**src/rtl/fork_n_avlstrm.sv**
```systemverilog
// fork_n_avlstrm: one-to-N packet fork for an Avalon-ST style stream.
// Each packet is steered whole to the channel named by in_sel on its SOP beat.
// One output register stage sits between input and outputs; the data, sop,
// eop and empty outputs are shared by all channels, and out_valid is one-hot
// (or zero) to mark the owning channel.
//
// Ports
//   Clk, Rst_n        sole clock, asynchronous active-low reset
//   in_*              input beat (data/valid/ready/sop/eop/empty/sel)
//   out_*             shared output beat, per-channel valid/ready
//   stats_pkt         per-channel delivered packets, 32 bits per channel
//   stats_drop        packets dropped for out-of-range select
//   stats_err         orphan (non-SOP while idle) beats
//
// state   | meaning
// --------+-------------------------------------------------------------
// ST_IDLE | between packets; next SOP beat picks the destination
// ST_FWD  | inside a packet, beats go to cur_dest
// ST_DROP | inside an out-of-range packet, beats are consumed and discarded
module fork_n_avlstrm #(
  parameter int WIDTH    = 512,
  parameter int NUM_OUT  = 4,
  parameter int SEL_W    = 8,
  parameter int DROP_OOR = 1
) (
  input  logic                   Clk,
  input  logic                   Rst_n,
  input  logic [WIDTH-1:0]       in_data,
  input  logic                   in_valid,
  output logic                   in_ready,
  input  logic                   in_sop,
  input  logic                   in_eop,
  input  logic [5:0]             in_empty,
  input  logic [SEL_W-1:0]       in_sel,
  output logic [WIDTH-1:0]       out_data,
  output logic                   out_sop,
  output logic                   out_eop,
  output logic [5:0]             out_empty,
  output logic [NUM_OUT-1:0]     out_valid,
  input  logic [NUM_OUT-1:0]     out_ready,
  output logic [NUM_OUT*32-1:0]  stats_pkt,
  output logic [31:0]            stats_drop,
  output logic [31:0]            stats_err
);

  localparam int DW = (NUM_OUT > 1) ? $clog2(NUM_OUT) : 1;

  typedef enum logic [1:0] {ST_IDLE, ST_FWD, ST_DROP} state_t;

  state_t          state, state_nx;
  logic            held_valid;
  logic [DW-1:0]   held_dest;
  logic [DW-1:0]   cur_dest;
  logic            held_pop;
  logic            fire;
  logic            sel_ok;
  logic            sop_fwd;
  logic [DW-1:0]   sel_dest;
  logic            beat_fwd;
  logic [DW-1:0]   beat_dest;
  logic            cnt_drop;
  logic            cnt_err;
  logic [31:0]     pkt_cnt [NUM_OUT];

  // The held beat leaves when its own channel is ready; only then (or when the
  // register is empty) can a new beat be taken. Forced low during reset.
  assign held_pop = held_valid && out_ready[held_dest];
  assign in_ready = Rst_n && (!held_valid || out_ready[held_dest]);
  assign fire     = in_valid && in_ready;

  // Out-of-range selects fold onto the last channel when they are not dropped.
  assign sel_ok   = 32'(in_sel) < NUM_OUT;
  assign sop_fwd  = sel_ok || (DROP_OOR == 0);
  assign sel_dest = sel_ok ? in_sel[DW-1:0] : DW'(NUM_OUT - 1);

  always_ff @(posedge Clk or negedge Rst_n) begin
    if (!Rst_n) state <= ST_IDLE;
    else        state <= state_nx;
  end

  // An SOP beat always restarts packet tracking, whatever the current state,
  // so a missing EOP ends the previous packet implicitly.
  always_comb begin
    state_nx = state;
    if (fire) begin
      if (in_sop) begin
        if (in_eop)       state_nx = ST_IDLE;
        else if (sop_fwd) state_nx = ST_FWD;
        else              state_nx = ST_DROP;
      end else if (in_eop) begin
        state_nx = ST_IDLE;
      end
    end
  end

  always_comb begin
    beat_fwd  = 1'b0;
    beat_dest = cur_dest;
    cnt_drop  = 1'b0;
    cnt_err   = 1'b0;
    if (fire) begin
      if (in_sop) begin
        if (sop_fwd) begin
          beat_fwd  = 1'b1;
          beat_dest = sel_dest;
        end else begin
          cnt_drop  = 1'b1;
        end
      end else begin
        case (state)
          ST_FWD:  beat_fwd = 1'b1;
          ST_IDLE: cnt_err  = 1'b1;
          default: ;
        endcase
      end
    end
  end

  always_ff @(posedge Clk or negedge Rst_n) begin
    if (!Rst_n) begin
      cur_dest <= '0;
    end else if (fire && in_sop && sop_fwd) begin
      cur_dest <= sel_dest;
    end
  end

  always_ff @(posedge Clk or negedge Rst_n) begin
    if (!Rst_n) begin
      held_valid <= 1'b0;
      held_dest  <= '0;
      out_data   <= '0;
      out_sop    <= 1'b0;
      out_eop    <= 1'b0;
      out_empty  <= '0;
    end else if (fire) begin
      held_valid <= beat_fwd;
      if (beat_fwd) begin
        held_dest <= beat_dest;
        out_data  <= in_data;
        out_sop   <= in_sop;
        out_eop   <= in_eop;
        out_empty <= in_empty;
      end
    end else if (held_pop) begin
      held_valid <= 1'b0;
    end
  end

  always_comb begin
    out_valid = '0;
    if (held_valid) out_valid[held_dest] = 1'b1;
  end

  // Packets are counted as delivered on the output-side EOP handshake, so an
  // implicitly ended packet (no EOP) never counts.
  always_ff @(posedge Clk or negedge Rst_n) begin
    if (!Rst_n) begin
      for (int i = 0; i < NUM_OUT; i++) pkt_cnt[i] <= '0;
      stats_drop <= '0;
      stats_err  <= '0;
    end else begin
      if (held_pop && out_eop) pkt_cnt[held_dest] <= pkt_cnt[held_dest] + 32'd1;
      if (cnt_drop) stats_drop <= stats_drop + 32'd1;
      if (cnt_err)  stats_err  <= stats_err + 32'd1;
    end
  end

  for (genvar g = 0; g < NUM_OUT; g++) begin : g_stats
    assign stats_pkt[32*g +: 32] = pkt_cnt[g];
  end

endmodule

```
**config.mk**
```make
export PLATFORM = sky130hd
export DESIGN_NAME = fork_n_avlstrm
export DESIGN_NICKNAME = d
export VERILOG_FILES = /design/src/rtl/fork_n_avlstrm.sv
export SDC_FILE = /design/constraint.sdc
export NUM_CORES = 1
export LEC_CHECK = 0
export CORE_AREA = 2 2 481 483
export DETAILED_ROUTE_END_ITERATION = 12
export DIE_AREA = 0 0 483 485
export PLACE_DENSITY = 0.39
export REMOVE_ABC_BUFFERS = 1
export SLEW_MARGIN = 25
export SYNTH_ARGS = -nofsm -noshare
export SYNTH_HDL_FRONTEND = slang
export SYNTH_SLANG_ARGS = --single-unit
```
**constraint.sdc**
```tcl
create_clock -name Clk -period 6.81 [get_ports Clk]
set_input_delay 1.362 -clock Clk [delete_from_list [all_inputs] [get_ports Clk]]
set_output_delay 1.362 -clock Clk [all_outputs]
set_load 0.1 [all_outputs]
```
==> impl_metrics.toml, run 1 <==
[clock_tree]
numCtsBuffers = 95
post_cts_resized = 0
cts_hold_buf = 0
cts_sinks = 719
clock_path_buffers = 3
htree_levels = 3
clkSlewWorstSetupHoldPaths_ns = 0.06
worst_skew_pair.late_latency_ns = 0.74
cts_setup_buffers = 0
clockRootBuffer = "clkbuf_16"
cts_tree = "built"

[timing]
finalMaxSlewViolations = 0
fin_crit_sh_pct = 66.2
final.min_clock_period_ns = 4.51
tightest_slew_ns = 1.14
maxSlewHeadroom_pct = 23.4
rsz0062_at_grt = "no"
hold_violations = 0
fin_setup_tns_ns = 0
max_freq_mhz = 222
setup_viol = 0
skew_ns = 0.0443
holdWs_ns = 0.474

[worst_hold_path]
hold_depth = 1
hold_path_class = "flip-flop to flip-flop"

[logic_synthesis]
synth_top_flop_cell = "dfrtp_1"
synth_cell_types = 48
ys_ff_latch = 719
yosysMostFrequentCell = "dfrtp_1"
synth_largest_area_cell = "dfrtp_1"
synth.area.top_cells = "dfrtp_1 (63%), mux2_2 (19%), mux4_2 (2.4%)"
yosysSeqAreaShare_pct = 63.0
synth_top_area_share_pct = 63.0
syn-instance-count = 1942
netlist_area_um2 = 28500
synthArstFlopShare_pct = 100
synth_edf_count = 0
syn_area_per_cell_um2 = 14.7
yosys_warnings = 0
synthTopCellsByCount = "dfrtp_1 (719), mux2_2 (494), nor2_1 (151)"

[worst_setup_path]
startpoint_type = "flip-flop"
cp_data_arrival_time_ns = 3.14
cp-end-kind = "primary output"
critPathSlowestCell = "clkdlybuf4s50_1"
cp.depth = 3
critPathMaxFanout = 24
critPathRequiredTime_ns = 5.45
reg2reg_depth = 9
cp_cell_sequence = "buf_4 -> nor3b_1 -> clkdlybuf4s50_1"
crit_family = "buffers and inverters"
cp_slowest_stage_delay_ns = 1.25
path_class = "flip-flop to primary output"
cp_num_buf_inv = 2

[global_route]
grt_antenna_before_repair = 93
grt.overflow.total = 0
grt_pass1_vias = 22634
grt_pass1_wl_um = 218000
grtUsageTotal_pct = 13.6
grt_start_max_net_pins = 120

[floorplanning]
core_um2 = 229000
dieWidth_um = 483
rows = 176
dieArea_um2 = 234000
pin_count = 1252
start_util_pct = 12.5
die_y_um = 485

[placed_design]
routabilityCongestion = 0.892
dp.cells = 6159
post-dp-hpwl_um = 133000
portBuffers = 1251

[final_layout]
fill_cells = 24724
syn_to_final_growth_pct = 65.2
drive_gt1_share_pct = 28.5
nets = 3768
register_area_um2 = 18000
multiInputGateArea_um2 = 9910
fin_cells = 6348

[power_and_ir_drop]
peakVddDrop_mv = 0.204
powerDensity_nw_per_um2 = 362
power_leakage_uw = 0.0205

[route]
drt_pre_antenna_iters = 5
dr_total_vias = 21618
wire_per_inst_um = 25.7
via_per_inst = 3.41
drc = 0
postRouteAntennaNets = 0
drt_iter0_drc = 807
wl_um = 163000

[status]
status = "complete, no violations"

[flow_run]
drv_cap = 0
==> layout by cell type (no fill, tap or decap), types with 21 or more instances in the layout <==
master           synthesis  final
clkdlybuf4s50_1          0   1046
xor2_1                  48     48
nand4_1                 28     28
nand2_1                 52     52
buf_2                   22     77
mux2_2                 494    494
buf_4                   32    148
a21oi_1                127    126
dfrtp_1                719    717
xnor2_1                 44     44
nand3_1                 33     33
clkbuf_1                25     21
clkbuf_16                0     97
nor2_1                 151    150
mux4_2                  31     31
mux2_1                  35     35
==> layer usage <==
metal	GRT usage [%]	part of all wire [%]
met5	0	0.29
met4	3.55	1.9
met3	7.49	12
met2	22.0	47
met1	15.5	39
==> metrics by stage <==
stage / utilization (%) / instance area [um^2] / setup slack, ns / power, uW
2_1_floorplan: - / 27900 / -23.39 / 9960
3_3_place_gp: 19.4 / 44300 / 1.92 / 12100
3_5_place_dp: 19.2 / 44000 / 1.89 / 12100
4_1_cts: 20.6 / 47200 / 2.18 / 17400
5_1_grt: 20.6 / 47100 / 2.14 / 17700
6_report: 20.6 / 47100 / 2.30 / 17100
==> flip-flops by register name, indices dropped and copies added, names as in the netlist <==
signal      count
cur_dest        2
stats_pkt     128
held_valid      1
out_eop         1
state           2
out_data      512
held_dest       2
stats_err      32
out_sop         1
stats_drop     32
out_empty       6
==> worst paths after layout <==
| kind | end | startpoint | slack (ns) |
|---|---|---|---|
| worst min register to register | stats_drop[31]$_DFFE_PN0P_ | stats_drop[31]$_DFFE_PN0P_ | 0.47 |
| min in group asynchronous | out_data[356]$_DFFE_PN0P_ | Rst_n | 0.48 |
| max in group asynchronous | stats_pkt[8]$_DFFE_PN0P_ | Rst_n | 3.85 |
| worst min-delay path | stats_drop[31]$_DFFE_PN0P_ | stats_drop[31]$_DFFE_PN0P_ | 0.47 |
| worst max register to register | stats_pkt[18]$_DFFE_PN0P_ | held_dest[0]$_DFFE_PN0P_ | 3.32 |
| worst max-delay path | out_valid[1] | held_dest[0]$_DFFE_PN0P_ | 2.30 |
==> final cells by class <==
type / instances / area share (%)
antenna: 17 / 0.0903
clock buffer: 136 / 5.84
clock inverter: 36 / 0.836
inverter: 10 / 0.0796
multi-input combinational: 1119 / 21.0
sequential: 719 / 38.2
tap: 3026 / 8.03
timing repair buffer: 1285 / 25.9
==> power breakdown <==
part	switching, uW	internal, uW	total, uW
clock network	2140	3000	5140
logic	5140	1590	6730
registers	377	4810	5190
total	7660	9400	17100
==> cell families after synthesis <==
logic type,Yosys count,share of synthesized area [%]
flip-flops,719,63.0
multiplexers,566,23.6
AND/OR/NAND/NOR,324,5.59
AO/OA/AOI/OAI,134,2.45
buffers and inverters,104,2.35
XOR/XNOR,92,2.82
adder cells (fa/ha/maj),3,0.132
Note: power is estimated with default switching activity, not from simulation.
==> inputs of run 2 (changes only) <==
Settings changed: CORE_AREA 2 2 481 483 to 2 2 488 490, DIE_AREA 0 0 483 485 to 0 0 490 492, PLACE_DENSITY 0.39 to 0.38.
Clock period 6.81 ns to 4.7 ns, I/O delays scaled along.
==> run 2 against run 1 <==
Net effect: die area up 2.9%; register-to-register slack worse by 1.9 ns; largest power group unchanged; sequential power up 46%; flip-flop and latch count unchanged; highest routed layer unchanged.
==> impl_metrics.toml, run 2 (synthesis results as in run 1) <==
[route]
wl_um = 150000
postRouteAntennaNets = 0
drc = 0
via_per_inst = 3.32
wire_per_inst_um = 23.1
drt_iter0_drc = 803
drt_pre_antenna_iters = 4
dr_total_vias = 21576

[timing]
holdWs_ns = 0.135
rsz0062_at_grt = "no"
maxSlewHeadroom_pct = 24.8
tightest_slew_ns = 1.12
max_freq_mhz = 248
final.min_clock_period_ns = 4.03
setup_viol = 0
finalMaxSlewViolations = 0
fin_setup_tns_ns = 0
hold_violations = 0
worst_slack_ns = 0.666
fin_crit_sh_pct = 85.8
skew_ns = 0.0226

[final_layout]
final_common_cell = "clkdlybuf4s50_1"
largest-register = "out_data"
largest_register_ffs = 512
syn_to_final_growth_pct = 67.4
post-route-cell-area_um2 = 47800
register_area_um2 = 18000
nets = 3788
fill_cells = 25502
final_cell_mix = "clkdlybuf4s50_1 (1,100), dfrtp_1 (717), mux2_2 (494), nor2_1 (150), buf_4 (133)"
multiInputGateArea_um2 = 9920
drive_gt1_share_pct = 27.2

[floorplanning]
dieWidth_um = 490
rows = 179
dieArea_um2 = 241000
start_util_pct = 12.1
pin_count = 1252
die_y_um = 492
core_um2 = 236000

[worst_setup_path]
cp_cell_sequence = "and3_1 -> clkdlybuf4s50_1"
critPathMaxFanout = 22
cp_data_arrival_time_ns = 3.09
cp-end-kind = "primary output"
cp_slowest_stage_delay_ns = 1.17
cp_num_buf_inv = 1
startpoint_type = "flip-flop"
crit_family = "buffers and inverters"
critPathSlowestCell = "clkdlybuf4s50_1"
path_class = "flip-flop to primary output"
critPathRequiredTime_ns = 3.76

[clock_tree]
clockRootBuffer = "clkbuf_16"
numCtsBuffers = 98
clkSlewWorstSetupHoldPaths_ns = 0.06
cts_tree = "built"
worst_skew_pair.late_latency_ns = 0.73
cts_sinks = 719
htree_levels = 3
clock_path_buffers = 3
cts_hold_buf = 0
cts_setup_buffers = 0
post_cts_resized = 0

[power_and_ir_drop]
swShare_pct = 44.5
power.total_uw = 24900
intPower_uw = 13800
peakVddDrop_mv = 0.296
seq_power_share_pct = 30.4
p_switching_uw = 11100
power_leakage_uw = 0.0206
power.share.clock_pct = 30.7
p_comb_share_pct = 39.0
powerDensity_nw_per_um2 = 521

[status]
status = "complete, no violations"

[placed_design]
post-dp-hpwl_um = 120000
placed_area_um2 = 44600
portBuffers = 1251
pre_cts_slack_ns = 0.620
routabilityCongestion = 0.815

[flow_run]
drv_cap = 0

[global_route]
grt_pass1_vias = 22948
grt_antenna_before_repair = 46
grtUsageTotal_pct = 12.2
grt.overflow.total = 0
grt_pass1_wl_um = 205000
grt_start_max_net_pins = 128

[worst_hold_path]
hold_path_class = "input port to async pin"
==> run 2: through the flow <==
step	util [%]	cells
final	20.2	6501
after global routing	20.2	6495
after CTS	20.2	6494
after detailed placement	18.9	6317
after global placement	19.0	6317
after floorplan	-	1848
==> run 2: layout make-up <==
class                   instances  share of cell area [%]
inverters                      10                  0.0786
diodes                          7                  0.0367
clock buffers                 151                    6.18
clock inverters                26                   0.587
flip-flops and latches        719                    37.7
well taps                    3167                    8.30
repair buffers               1302                    26.4
multi-input cells            1119                    20.8
==> run 2: final timing paths <==
kind	start	endpoint	slack, ns	cells past startpoint
min in group Clk	stats_drop[31]$_DFFE_PN0P_	stats_drop[31]$_DFFE_PN0P_	0.48	1
hold reg to reg	stats_drop[31]$_DFFE_PN0P_	stats_drop[31]$_DFFE_PN0P_	0.48	1
hold / removal	Rst_n	held_dest[1]$_DFFE_PN0P_	0.14	1
setup reg to reg	held_dest[1]$_DFFE_PN0P_	stats_err[28]$_DFFE_PN0P_	1.40	6
max in group asynchronous	Rst_n	stats_pkt[36]$_DFFE_PN0P_	2.88	3
setup / recovery	held_dest[1]$_DFFE_PN0P_	out_valid[3]	0.67	2
==> run 2: power by group through the flow <==
stage | sequential (uW) | combinational (uW) | clock, uW
global placement | 7660 | 9890 | 0
global route | 7670 | 10000 | 8230
detailed placement | 7680 | 9830 | 0
finish | 7570 | 9710 | 7640
CTS | 7580 | 9850 | 8010
floorplan | 13200 | 1210 | 0
==> run 2: per-layer routing <==
layer | GRT usage, % | part of all wire [%] | vias to the layer above
met2 | 20.2 | 48 | 874
met1 | 13.7 | 39 | 10949
li1 | - | - | 9513
met3 | 6.18 | 11 | 188
met4 | 3.22 | 2.1 | 52
met5 | 0 | 0.21 | -
